===== src/rtl/pipe_ctrl_pkg.sv =====
// pipe_ctrl_pkg: shared types and constants for the ID->EX issue controller.
//   state_t       controller FSM states
//   NREG          default number of tracked architectural registers
//   MAX_INFLIGHT  default limit on issued-but-not-written-back writers
//   REG_W         width of a register index field
//   CNT_W         width of each per-register pending-write counter
package pipe_ctrl_pkg;

  localparam int NREG         = 32;
  localparam int MAX_INFLIGHT = 3;
  localparam int REG_W        = 5;
  localparam int CNT_W        = 2;

  localparam logic [CNT_W-1:0] CNT_MAX = '1;

  typedef enum logic [1:0] {
    ST_RUN    = 2'd0,
    ST_STALL  = 2'd1,
    ST_DRAIN  = 2'd2,
    ST_HALTED = 2'd3
  } state_t;

endpackage


===== src/rtl/reg_scoreboard.sv =====
// reg_scoreboard: per-register pending-write counters and the RAW hazard lookup
// for the instruction sitting in decode.
//   clk, rst          clock and synchronous active-high reset
//   inc_en, inc_rd    a writer to inc_rd is issued this cycle
//   dec_en, dec_rd    a writeback to dec_rd happens this cycle
//   rs1/rs2/rd        decode register fields; use_* say which ones are read
//   busy              one bit per register, set while its counter is non-zero
//   hazard            some used source still has a pending write
//   spurious          this cycle's writeback targets a register with nothing pending
module reg_scoreboard
  import pipe_ctrl_pkg::*;
#(
  parameter int NREG = pipe_ctrl_pkg::NREG
) (
  input  logic             clk,
  input  logic             rst,
  input  logic             inc_en,
  input  logic [REG_W-1:0] inc_rd,
  input  logic             dec_en,
  input  logic [REG_W-1:0] dec_rd,
  input  logic [REG_W-1:0] rs1,
  input  logic [REG_W-1:0] rs2,
  input  logic [REG_W-1:0] rd,
  input  logic             use_rs1,
  input  logic             use_rs2,
  input  logic             use_rd,
  output logic [NREG-1:0]  busy,
  output logic             hazard,
  output logic             spurious
);

  // All counters flattened so the decode lookups can use a variable part-select.
  logic [NREG*CNT_W-1:0] cnt_flat;

  genvar gi;
  generate
    for (gi = 0; gi < NREG; gi++) begin : g_reg
      logic [CNT_W-1:0] cnt_reg;
      logic             inc_hit;
      logic             dec_hit;

      assign inc_hit = inc_en && (inc_rd == REG_W'(gi));
      assign dec_hit = dec_en && (dec_rd == REG_W'(gi));

      // An issue and a writeback on the same register cancel out.
      // A writeback with nothing pending leaves the counter at zero.
      always_ff @(posedge clk) begin
        if (rst) begin
          cnt_reg <= '0;
        end else if (inc_hit && !dec_hit) begin
          if (cnt_reg != CNT_MAX) cnt_reg <= cnt_reg + CNT_W'(1);
        end else if (dec_hit && !inc_hit) begin
          if (cnt_reg != '0) cnt_reg <= cnt_reg - CNT_W'(1);
        end
      end

      assign cnt_flat[gi*CNT_W +: CNT_W] = cnt_reg;
      assign busy[gi] = (cnt_reg != '0);
    end
  endgenerate

  // A source is blocked by a pending write unless that write is the last one
  // outstanding and it lands this very cycle (write-through).
  function automatic logic src_blocked(
    input logic             used,
    input logic [CNT_W-1:0] cnt,
    input logic [REG_W-1:0] idx,
    input logic             wb_en,
    input logic [REG_W-1:0] wb_idx
  );
    logic through;
    through = (cnt == CNT_W'(1)) && wb_en && (wb_idx == idx);
    return used && (cnt != '0) && !through;
  endfunction

  logic [CNT_W-1:0] cnt_rs1;
  logic [CNT_W-1:0] cnt_rs2;
  logic [CNT_W-1:0] cnt_rd;
  logic [CNT_W-1:0] cnt_wb;

  always_comb begin
    cnt_rs1  = cnt_flat[rs1*CNT_W +: CNT_W];
    cnt_rs2  = cnt_flat[rs2*CNT_W +: CNT_W];
    cnt_rd   = cnt_flat[rd*CNT_W +: CNT_W];
    cnt_wb   = cnt_flat[dec_rd*CNT_W +: CNT_W];
    hazard   = src_blocked(use_rs1, cnt_rs1, rs1, dec_en, dec_rd)
             | src_blocked(use_rs2, cnt_rs2, rs2, dec_en, dec_rd)
             | src_blocked(use_rd,  cnt_rd,  rd,  dec_en, dec_rd);
    spurious = dec_en && (cnt_wb == '0);
  end

endmodule


===== src/rtl/pipe_ctrl.sv =====
// pipe_ctrl: decides each cycle whether the decode instruction moves to EX,
// tracks in-flight writers, and sequences halt drain / resume.
//   clk, rst                 clock and synchronous active-high reset
//   id_valid, id_halt        decode holds a (halt) instruction
//   id_rd/rs1/rs2            decode register fields
//   id_uses_rs1/rs2/rd       which fields are read as sources
//   id_writes_rd             the instruction will write back rd
//   ex_ready                 execute can accept this cycle
//   wb_valid, wb_rd          writeback this cycle
//   flush                    kill the decode instruction (branch redirect)
//   resume                   leave HALTED
//   issue, stall             combinational ID->EX move / IF-ID hold
//   busy                     per-register pending-write flags
//   inflight                 number of in-flight writers
//   halted                   controller is in HALTED
//   wb_err                   sticky flag: writeback with nothing pending
module pipe_ctrl
  import pipe_ctrl_pkg::*;
#(
  parameter int NREG         = pipe_ctrl_pkg::NREG,
  parameter int MAX_INFLIGHT = pipe_ctrl_pkg::MAX_INFLIGHT
) (
  input  logic            clk,
  input  logic            rst,
  input  logic            id_valid,
  input  logic [4:0]      id_rd,
  input  logic [4:0]      id_rs1,
  input  logic [4:0]      id_rs2,
  input  logic            id_uses_rs1,
  input  logic            id_uses_rs2,
  input  logic            id_uses_rd,
  input  logic            id_writes_rd,
  input  logic            id_halt,
  input  logic            ex_ready,
  input  logic            wb_valid,
  input  logic [4:0]      wb_rd,
  input  logic            flush,
  input  logic            resume,
  output logic            issue,
  output logic            stall,
  output logic [NREG-1:0] busy,
  output logic [1:0]      inflight,
  output logic            halted,
  output logic            wb_err
);

  localparam logic [1:0] MAX_CNT = 2'(MAX_INFLIGHT);

  state_t     state_reg;
  logic       halted_reg;
  logic [1:0] inflight_reg;
  logic       wb_err_reg;

  logic hazard;
  logic spurious;
  logic accept_state;
  logic can_take;
  logic writer_issue;
  logic retire;

  reg_scoreboard #(
    .NREG(NREG)
  ) u_sb (
    .clk      (clk),
    .rst      (rst),
    .inc_en   (writer_issue),
    .inc_rd   (id_rd),
    .dec_en   (wb_valid),
    .dec_rd   (wb_rd),
    .rs1      (id_rs1),
    .rs2      (id_rs2),
    .rd       (id_rd),
    .use_rs1  (id_uses_rs1),
    .use_rs2  (id_uses_rs2),
    .use_rd   (id_uses_rd),
    .busy     (busy),
    .hazard   (hazard),
    .spurious (spurious)
  );

  assign accept_state = (state_reg == ST_RUN) || (state_reg == ST_STALL);
  // A writeback this cycle frees a slot, so a full window can still take one.
  assign can_take     = (inflight_reg < MAX_CNT) || wb_valid;
  assign issue        = !rst && id_valid && !flush && !id_halt && !hazard
                      && ex_ready && can_take && accept_state;
  assign stall        = (id_valid && !flush && !issue) || !accept_state;
  assign writer_issue = issue && id_writes_rd;
  assign retire       = wb_valid && (inflight_reg != 2'd0);

  always_ff @(posedge clk) begin
    if (rst) begin
      state_reg  <= ST_RUN;
      halted_reg <= 1'b0;
    end else begin
      case (state_reg)
        ST_RUN: begin
          if (id_valid && !flush && id_halt)
            state_reg <= ST_DRAIN;
          else if (id_valid && !flush && !issue)
            state_reg <= ST_STALL;
        end
        ST_STALL: begin
          if (id_valid && !flush && id_halt)
            state_reg <= ST_DRAIN;
          else if (issue || flush)
            state_reg <= ST_RUN;
        end
        ST_DRAIN: begin
          // Wait until the last writer has left and nothing lands this cycle.
          if (inflight_reg == 2'd0 && !wb_valid) begin
            state_reg  <= ST_HALTED;
            halted_reg <= 1'b1;
          end
        end
        ST_HALTED: begin
          if (resume) begin
            state_reg  <= ST_RUN;
            halted_reg <= 1'b0;
          end
        end
        default: begin
          state_reg  <= ST_RUN;
          halted_reg <= 1'b0;
        end
      endcase
    end
  end

  always_ff @(posedge clk) begin
    if (rst) begin
      inflight_reg <= 2'd0;
    end else begin
      case ({writer_issue, retire})
        2'b10: if (inflight_reg != MAX_CNT) inflight_reg <= inflight_reg + 2'd1;
        2'b01: inflight_reg <= inflight_reg - 2'd1;
        default: inflight_reg <= inflight_reg;
      endcase
    end
  end

  always_ff @(posedge clk) begin
    if (rst)
      wb_err_reg <= 1'b0;
    else if (spurious)
      wb_err_reg <= 1'b1;
  end

  assign inflight = inflight_reg;
  assign halted   = halted_reg;
  assign wb_err   = wb_err_reg;

endmodule

===== config.mk =====
export PLATFORM = sky130hd
export DESIGN_NAME = pipe_ctrl
export DESIGN_NICKNAME = d
export VERILOG_FILES = /design/src/rtl/pipe_ctrl_pkg.sv /design/src/rtl/reg_scoreboard.sv /design/src/rtl/pipe_ctrl.sv
export SDC_FILE = /design/constraint.sdc
export NUM_CORES = 1
export LEC_CHECK = 0
export BUFFER_PORTS_ARGS = -buffer_cell sky130_fd_sc_hd__buf_4
export CAP_MARGIN = 20
export CORE_MARGIN = 2
export CORE_UTILIZATION = 37
export CTS_CLUSTER_DIAMETER = 80
export DETAILED_ROUTE_END_ITERATION = 8
export PLACE_DENSITY = 0.63
export SLEW_MARGIN = 10
export SYNTH_ARGS = -nofsm -noshare
export SYNTH_HDL_FRONTEND = slang
export SYNTH_SLANG_ARGS = --single-unit

===== constraint.sdc =====
create_clock -name clk -period 3.2 [get_ports clk]
set_input_delay 0 -clock clk [delete_from_list [all_inputs] [get_ports clk]]
set_output_delay 0 -clock clk [all_outputs]
set_load 0.02 [all_outputs]

# Word level (Yosys, flattened, before mapping)
# Cells that the tools add are included.
[op_classes]
addsub = 66
multipliers = 0
div = 0
order_cmp = 1
n_eq_ne = 143
shift = 4
mux = 140
n_bitwise = 2
n_reduce_logical = 374
[op_table]
columns = ["cell", "count"]
rows = [
  ["two-way mux 2 bit", 135],
  ["variable part select 64 x 7 -> 2 bit", 4],
  ["nonzero test 2 bit", 102],
  ["== test 5 bit (second input constant)", 32],
  ["logical AND 1 bit", 154],
  ["inequality test 2 bit (second input constant)", 68],
  ["AND reduction 3 bit", 33],
  ["== test 5 x 4 -> 1 bit (second input constant)", 16],
  ["logical NOT 1 bit", 74],
  ["adder 2 x 1 -> 2 bit (second input constant)", 33],
  ["subtractor 2 x 1 -> 2 bit (second input constant)", 33],
  ["== test 5 x 3 -> 1 bit (second input constant)", 8],
  ["== test 5 x 2 -> 1 bit (second input constant)", 4],
  ["== test 5 bit", 3],
  ["== test 2 x 1 -> 1 bit (second input constant)", 5],
  ["== test 5 x 1 -> 1 bit (second input constant)", 2],
  ["logical NOT 5 bit", 2],
  ["one-hot mux 2 bit (4 select lines)", 1],
  ["== test 2 bit (second input constant)", 3],
  ["logical NOT 2 bit", 3],
  ["inequality test 3 x 1 -> 1 bit (second input constant)", 2],
  ["logical OR 1 bit", 4],
  ["one-hot mux 2 bit (2 select lines)", 1],
  ["AND reduction 4 bit", 1],
  ["other kinds (5)", 7],
]
[totals]
regBits = 70
latchBits = 0
ramBits = 0
mem_bits_ro = 0
n_memories = 0

# Logic depth before layout (Yosys ltp)
[logic_depth]
depth_word = 19
depth_mapped = 13
mapped_depth_nobuf = 8

# Modules after synthesis
# A second synthesis with hierarchy kept.
[hier_totals]
hier_cells = 761
hier_area_um2 = 6323.6
[modules_own_cells]
columns = ["module", "n_inst", "cells_per_inst", "area_per_inst_um2", "seq_area_each_um2"]
rows = [
  ["reg_scoreboard", 1, 718, 5973.2, 1281.2],
  ["pipe_ctrl", 1, 43, 350.3, 120.1],
]

# Worst setup path before layout
# Ideal clock, no wire load.
[synth_path]
path_type = "register to register"
start = "register u_sb.g_reg[6].cnt_reg[1]"
end = "register state_reg[0]"
setup_time_ns = 0.152
t_arrival_ns = 3.020
t_required_ns = 3.048
path_slack_ns = 0.027
stages_incl_launch_ff = 11
synth_period_minus_slack_ns = 3.173
path_cell_list = "dfxtp_1 mux4_2 a221oi_2 nand2_1 a2111o_1 a22o_1 buf_6 buf_2 buf_2 nor3_1 o21ai_0"
[synth_via]
elab_chain_len = 17
word_cells_on_any_way = 37
classes_between = "eq/ne (5); shift (3); bitwise (2); reduce/logical (27)"
[synth_rtl]
columns = ["element", "line", "source"]
rows = [
  ["start, declared", "reg_scoreboard.sv:38", "logic [CNT_W-1:0] cnt_reg;"],
  ["start signal, assigned", "reg_scoreboard.sv:51", "if (cnt_reg != CNT_MAX) cnt_reg <= cnt_reg + CNT_W'(1);"],
  ["start signal, assigned", "reg_scoreboard.sv:53", "if (cnt_reg != '0) cnt_reg <= cnt_reg - CNT_W'(1);"],
  ["variable part select 64 x 7 -> 2 bit (on tied branches)", "reg_scoreboard.sv:82, reg_scoreboard.sv:83", ""],
  ["== test 2 x 1 -> 1 bit", "reg_scoreboard.sv:72", "through = (cnt == CNT_W'(1)) && wb_en && (wb_idx == idx);"],
  ["logical AND 1 bit (2 in series)", "reg_scoreboard.sv:72", ""],
  ["logical NOT 1 bit", "reg_scoreboard.sv:73", "return used && (cnt != '0) && !through;"],
  ["logical AND 1 bit", "reg_scoreboard.sv:73", ""],
  ["bitwise OR 1 bit", "reg_scoreboard.sv:87", "| src_blocked(use_rs2, cnt_rs2, rs2, dec_en, dec_rd)"],
  ["bitwise OR 1 bit *", "reg_scoreboard.sv:88", "| src_blocked(use_rd, cnt_rd, rd, dec_en, dec_rd);"],
  ["logical NOT 1 bit *", "pipe_ctrl.sv:84", "assign issue = !rst && id_valid && !flush && !id_halt && !hazard"],
  ["logical AND 1 bit *", "pipe_ctrl.sv:84", ""],
  ["logical AND 1 bit * (3 in series)", "pipe_ctrl.sv:85", "&& ex_ready && can_take && accept_state;"],
  ["named net issue", "pipe_ctrl.sv:39", "output logic issue,"],
  ["logical NOT 1 bit", "pipe_ctrl.sv:99", "else if (id_valid && !flush && !issue)"],
  ["logical AND 1 bit", "pipe_ctrl.sv:99", ""],
  ["inequality test 3 x 1 -> 1 bit (no source line)", "--", ""],
  ["AND reduction 4 bit (no source line) *", "--", ""],
  ["end signal, assigned", "pipe_ctrl.sv:98", "state_reg <= ST_DRAIN;"],
  ["end signal, assigned", "pipe_ctrl.sv:100", "state_reg <= ST_STALL;"],
  ["end signal, assigned", "pipe_ctrl.sv:104", "state_reg <= ST_DRAIN;"],
  ["end, declared", "pipe_ctrl.sv:49", "state_t state_reg;"],
]
# The timed path passes the listed nets; every way through them passes the cells marked *.
# A chain may end at the register's enable or synchronous reset.

# Worst setup path in the final report
[layout_path]
start = "register u_sb.g_reg[27].cnt_reg[1]"
end = "register u_sb.g_reg[29].cnt_reg[0]"
[layout_via]
elab_chain_len = 19
word_cells_on_any_way = 41
classes_between = "eq/ne (4); shift (3); mux (1); bitwise (2); reduce/logical (31)"
[layout_rtl]
columns = ["element", "line", "source"]
rows = [
  ["start, declared", "reg_scoreboard.sv:38", ""],
  ["start signal, assigned", "reg_scoreboard.sv:51", ""],
  ["start signal, assigned", "reg_scoreboard.sv:53", ""],
  ["variable part select 64 x 7 -> 2 bit (on tied branches)", "reg_scoreboard.sv:82, reg_scoreboard.sv:83", ""],
  ["== test 2 x 1 -> 1 bit", "reg_scoreboard.sv:72", ""],
  ["logical AND 1 bit (2 in series)", "reg_scoreboard.sv:72", ""],
  ["logical NOT 1 bit", "reg_scoreboard.sv:73", ""],
  ["logical AND 1 bit", "reg_scoreboard.sv:73", ""],
  ["bitwise OR 1 bit", "reg_scoreboard.sv:87", ""],
  ["bitwise OR 1 bit *", "reg_scoreboard.sv:88", ""],
  ["logical NOT 1 bit *", "pipe_ctrl.sv:84", ""],
  ["logical AND 1 bit *", "pipe_ctrl.sv:84", ""],
  ["logical AND 1 bit * (3 in series)", "pipe_ctrl.sv:85", ""],
  ["logical AND 1 bit *", "pipe_ctrl.sv:87", "assign writer_issue = issue && id_writes_rd;"],
  ["logical AND 1 bit *", "reg_scoreboard.sv:42", "assign inc_hit = inc_en && (inc_rd == REG_W'(gi));"],
  ["logical NOT 1 bit", "reg_scoreboard.sv:52", "end else if (dec_hit && !inc_hit) begin"],
  ["logical AND 1 bit", "reg_scoreboard.sv:52", ""],
  ["nonzero test 2 bit (no source line)", "--", ""],
  ["AND reduction 3 bit (no source line)", "--", ""],
  ["end signal, assigned", "reg_scoreboard.sv:51", ""],
  ["end signal, assigned", "reg_scoreboard.sv:53", ""],
  ["end, declared", "reg_scoreboard.sv:38", ""],
]
# Every way passes the cells marked *; elsewhere a longest branch is shown, timed or not.

==> flow_summary.toml <==
[drt]
avgRoutedWirePerCell_um = 22.5
drt_iter0_markers = 1061
dr.pass1.iters = 6
drt_wl_total_um = 28700
vias_per_cell = 6.36
vias = 8112
drc = 0
drtAntennaViolNets = 0

[logic_synthesis]
yosysWarnings = 0
async_flop_share = 0
seq_area_frac_synth = 0.194
synth-seq-cells = 70
syn_area_per_cell_um2 = 8.12
ys.flop_type = "dfxtp_1"
yosysUniqueCellTypes = 65
synth-edff-count = 0
syn-cell-area_um2 = 7210
synthCells = 888
synth_nets = 920

[finish]
layout.nets = 1040
area_delta_synth_final_pct = 24.8
drive_gt1_frac = 0.319
antennaDiodeCount = 0
fillerInstances = 1937
largest_register_ffs = 64
final_area_um2 = 9000

[floorplan]
rows = 51
die_y_um = 144
die_x_um = 144
ios = 70
dieArea_um2 = 20600
initial_utilization = 0.374
core_area_um2 = 19300

[timing]
finalHoldWorstSlack_ps = 10.4
relSlewSlack = 0.351
finalSetupViolCount = 0
period_needed_ps = 3120
fin_skew_ps = 8.96
drv_slew = 0
rsz0062_at_grt = "true"
tns_ps = 0
fin_crit_sh = 0.975
max_freq_mhz = 321
tightest_slew_ps = 974
finalHoldViolCount = 0

[power]
comb_power_share = 0.184
power_mw = 2.34
power_frac_seq = 0.375
switchingPower_mw = 0.700
clkPwrFrac = 0.441
internal_power_mw = 1.64
p_per_area_nw_per_um2 = 260
swShare = 0.299
leakage_nw = 3.20
irDropWorstVdd_mv = 0.238

[setup_path]
r2r_slack_ps = 80
path_cells = "mux4_2, mux2_4, o21ba_4, o311ai_4, buf_4, nand4_1, buf_6, nor4_4, buf_4, mux2_2, o32ai_1"
crit_path_end_kind = "flop"
r2r_start = "u_sb.g_reg[27].cnt_reg[1]$_SDFFE_PP0P_"
r2r_end = "u_sb.g_reg[29].cnt_reg[0]$_SDFFE_PP0P_"
arrival_ps = 3380
cpPeakStageDelay_ps = 450
crit_path_top_delay_cell = "mux4_2"
setup.worst_path.start_class = "flop"
worstSetupStartpoint = "u_sb.g_reg[27].cnt_reg[1]$_SDFFE_PP0P_"
timing_worst_setup_path_type = "flop to flop"
rr_worst_depth = 11
cp_common_cell = "buf_4"
worstPathMaxFanout = 8
critPathCapture = "u_sb.g_reg[29].cnt_reg[0]$_SDFFE_PP0P_"
required_ps = 3460

[cts]
numCtsBuffers = 9
clkTransAtPathRegs_ps = 60
tritoncts = "built"
htree_levels = 3
cts_root_buffer = "clkbuf_16"
clock_latency_ps = 350
cts.sinks = 70
clk_path_buf_depth = 2

[global_route]
grt_max_degree = 86
track_usage = 0.280
grt_pass1_vias = 7481
grt_antenna_before_repair = 0
grt_pass1_wl_um = 43400
grt.overflow.total = 0

[run]
cap_violations = 0

[worst_hold_path]
hold_path_class = "primary input to flop"
whs_path_depth = 4

[outcome]
status = "completed"

[placement]
portBuffers = 69
dp_hpwl_um = 21700
placed_cell_area_um2 = 8440
gp_congestion = 0.960
==> cells in the mapped netlist, drive strengths merged (3+ instances only) <==
cell type / number / share of area
inv: 32 / 0.017
o31a: 4 / 0.0049
xnor2: 10 / 0.012
nand3b: 3 / 0.0031
nand2b: 3 / 0.0026
o21ba: 6 / 0.0083
or3: 6 / 0.0052
a32o: 4 / 0.0056
a21oi: 41 / 0.028
clkbuf: 28 / 0.015
or4b: 5 / 0.0069
or4: 3 / 0.0031
a22o: 4 / 0.0049
nand4: 30 / 0.026
nor2b: 10 / 0.0087
mux2i: 43 / 0.060
nor4b: 13 / 0.016
and3: 5 / 0.0043
xor2: 5 / 0.0061
o311a: 3 / 0.0042
o22ai: 13 / 0.011
nand3: 34 / 0.024
dfxtp: 70 / 0.19
o211ai: 9 / 0.0094
o21bai: 4 / 0.0042
a31oi: 7 / 0.0061
a22oi: 9 / 0.0094
nand2: 87 / 0.045
nor3: 41 / 0.035
mux4: 57 / 0.18
buf: 24 / 0.019
mux2: 6 / 0.0094
a41oi: 5 / 0.0061
o31ai: 6 / 0.0062
o41ai: 4 / 0.0049
nor3b: 3 / 0.0031
nor2: 113 / 0.059
o21ai: 49 / 0.034
a211oi: 8 / 0.0083
and2: 6 / 0.0052
or2: 35 / 0.030
nor4: 18 / 0.027
==> how the worst min path moves through the flow <==
stage	startpoint	end
2_1_floorplan	resume	state_reg[1]$_SDFFE_PP0P_
3_3_place_gp	resume	state_reg[1]$_SDFFE_PP0P_
3_5_place_dp	resume	state_reg[1]$_SDFFE_PP0P_
4_1_cts	id_valid	state_reg[0]$_SDFFE_PP0P_
5_1_grt	wb_valid	wb_err$_SDFFE_PP0P_
6_report	id_valid	state_reg[0]$_SDFFE_PP0P_
==> cells in the final DEF, fill, tap and decap left out, types with 12 or more instances in the layout <==
master	count
o21ai_0	49
nor4b_1	13
dfxtp_1	61
buf_4	154
inv_1	30
a21oi_1	41
mux2i_1	43
nand2_1	87
or2_2	35
nor3_1	29
mux4_2	57
o22ai_1	12
nand3_1	34
nor2_1	113
nand4_1	30
==> layout make-up <==
| type | count | area (um^2) | share of cell area |
|---|---|---|---|
| clock buffer | 14 | 294 | 0.0327 |
| inverter | 32 | 120 | 0.0133 |
| multi-input combinational | 734 | 5590 | 0.621 |
| sequential | 70 | 1420 | 0.158 |
| tap | 265 | 332 | 0.0368 |
| timing repair buffer | 161 | 1250 | 0.139 |
==> critical path, delay by kind of cell (launching register included) <==
| family | cells | cell delay (ps) |
|---|---|---|
| muxes | 3 | 1080 |
| AOI/OAI and AO/OA | 3 | 610 |
| DFF | 1 | 370 |
| and+or+nand+nor | 2 | 410 |
| buffers and inverters | 3 | 570 |
==> cells by family (layout without fill, tap and decap cells) <==
logic type,count (synthesis),count (layout),synth area share
multiplexers,106,106,0.247
buffers and inverters,84,207,0.0505
flip-flops,70,70,0.194
AND/OR/NAND/NOR,420,420,0.311
AO/OA/AOI/OAI,193,193,0.179
XOR/XNOR,15,15,0.0182
==> layer usage <==
metal,up-vias,wire [um],GRT usage
li1,3644,-,-
met1,3848,11600,0.368
met2,524,12800,0.435
met3,96,3000,0.0710
met4,0,1320,0.120
met5,-,0,0
==> per-stage QoR <==
stage          cells   util  worst slack, ps
6_report        1276  0.467             79.9
5_1_grt         1276  0.467            -54.7
4_1_cts         1268  0.456             50.5
3_5_place_dp    1251  0.438             15.8
3_3_place_gp    1251  0.438             22.9
2_1_floorplan    888      -             27.5
==> repair_timing <==
action                                 CTS  global route
setup buffers                            0             8
resized for setup                        3            33
pin swaps                                0            12
endpoints found under the hold margin    3             0
hold buffers                             3             0
setup endpoints to repair                5            46
==> power by group through the flow <==
stage | registers [mW] | clock network (mW) | logic, mW
3_3_place_gp | 0.900 | 0 | 0.397
5_1_grt | 0.879 | 1.07 | 0.452
6_report | 0.879 | 1.03 | 0.430
2_1_floorplan | 0.902 | 0 | 0.246
3_5_place_dp | 0.900 | 0 | 0.398
4_1_cts | 0.881 | 1.04 | 0.403
Note: power is estimated with default switching activity, not from simulation.
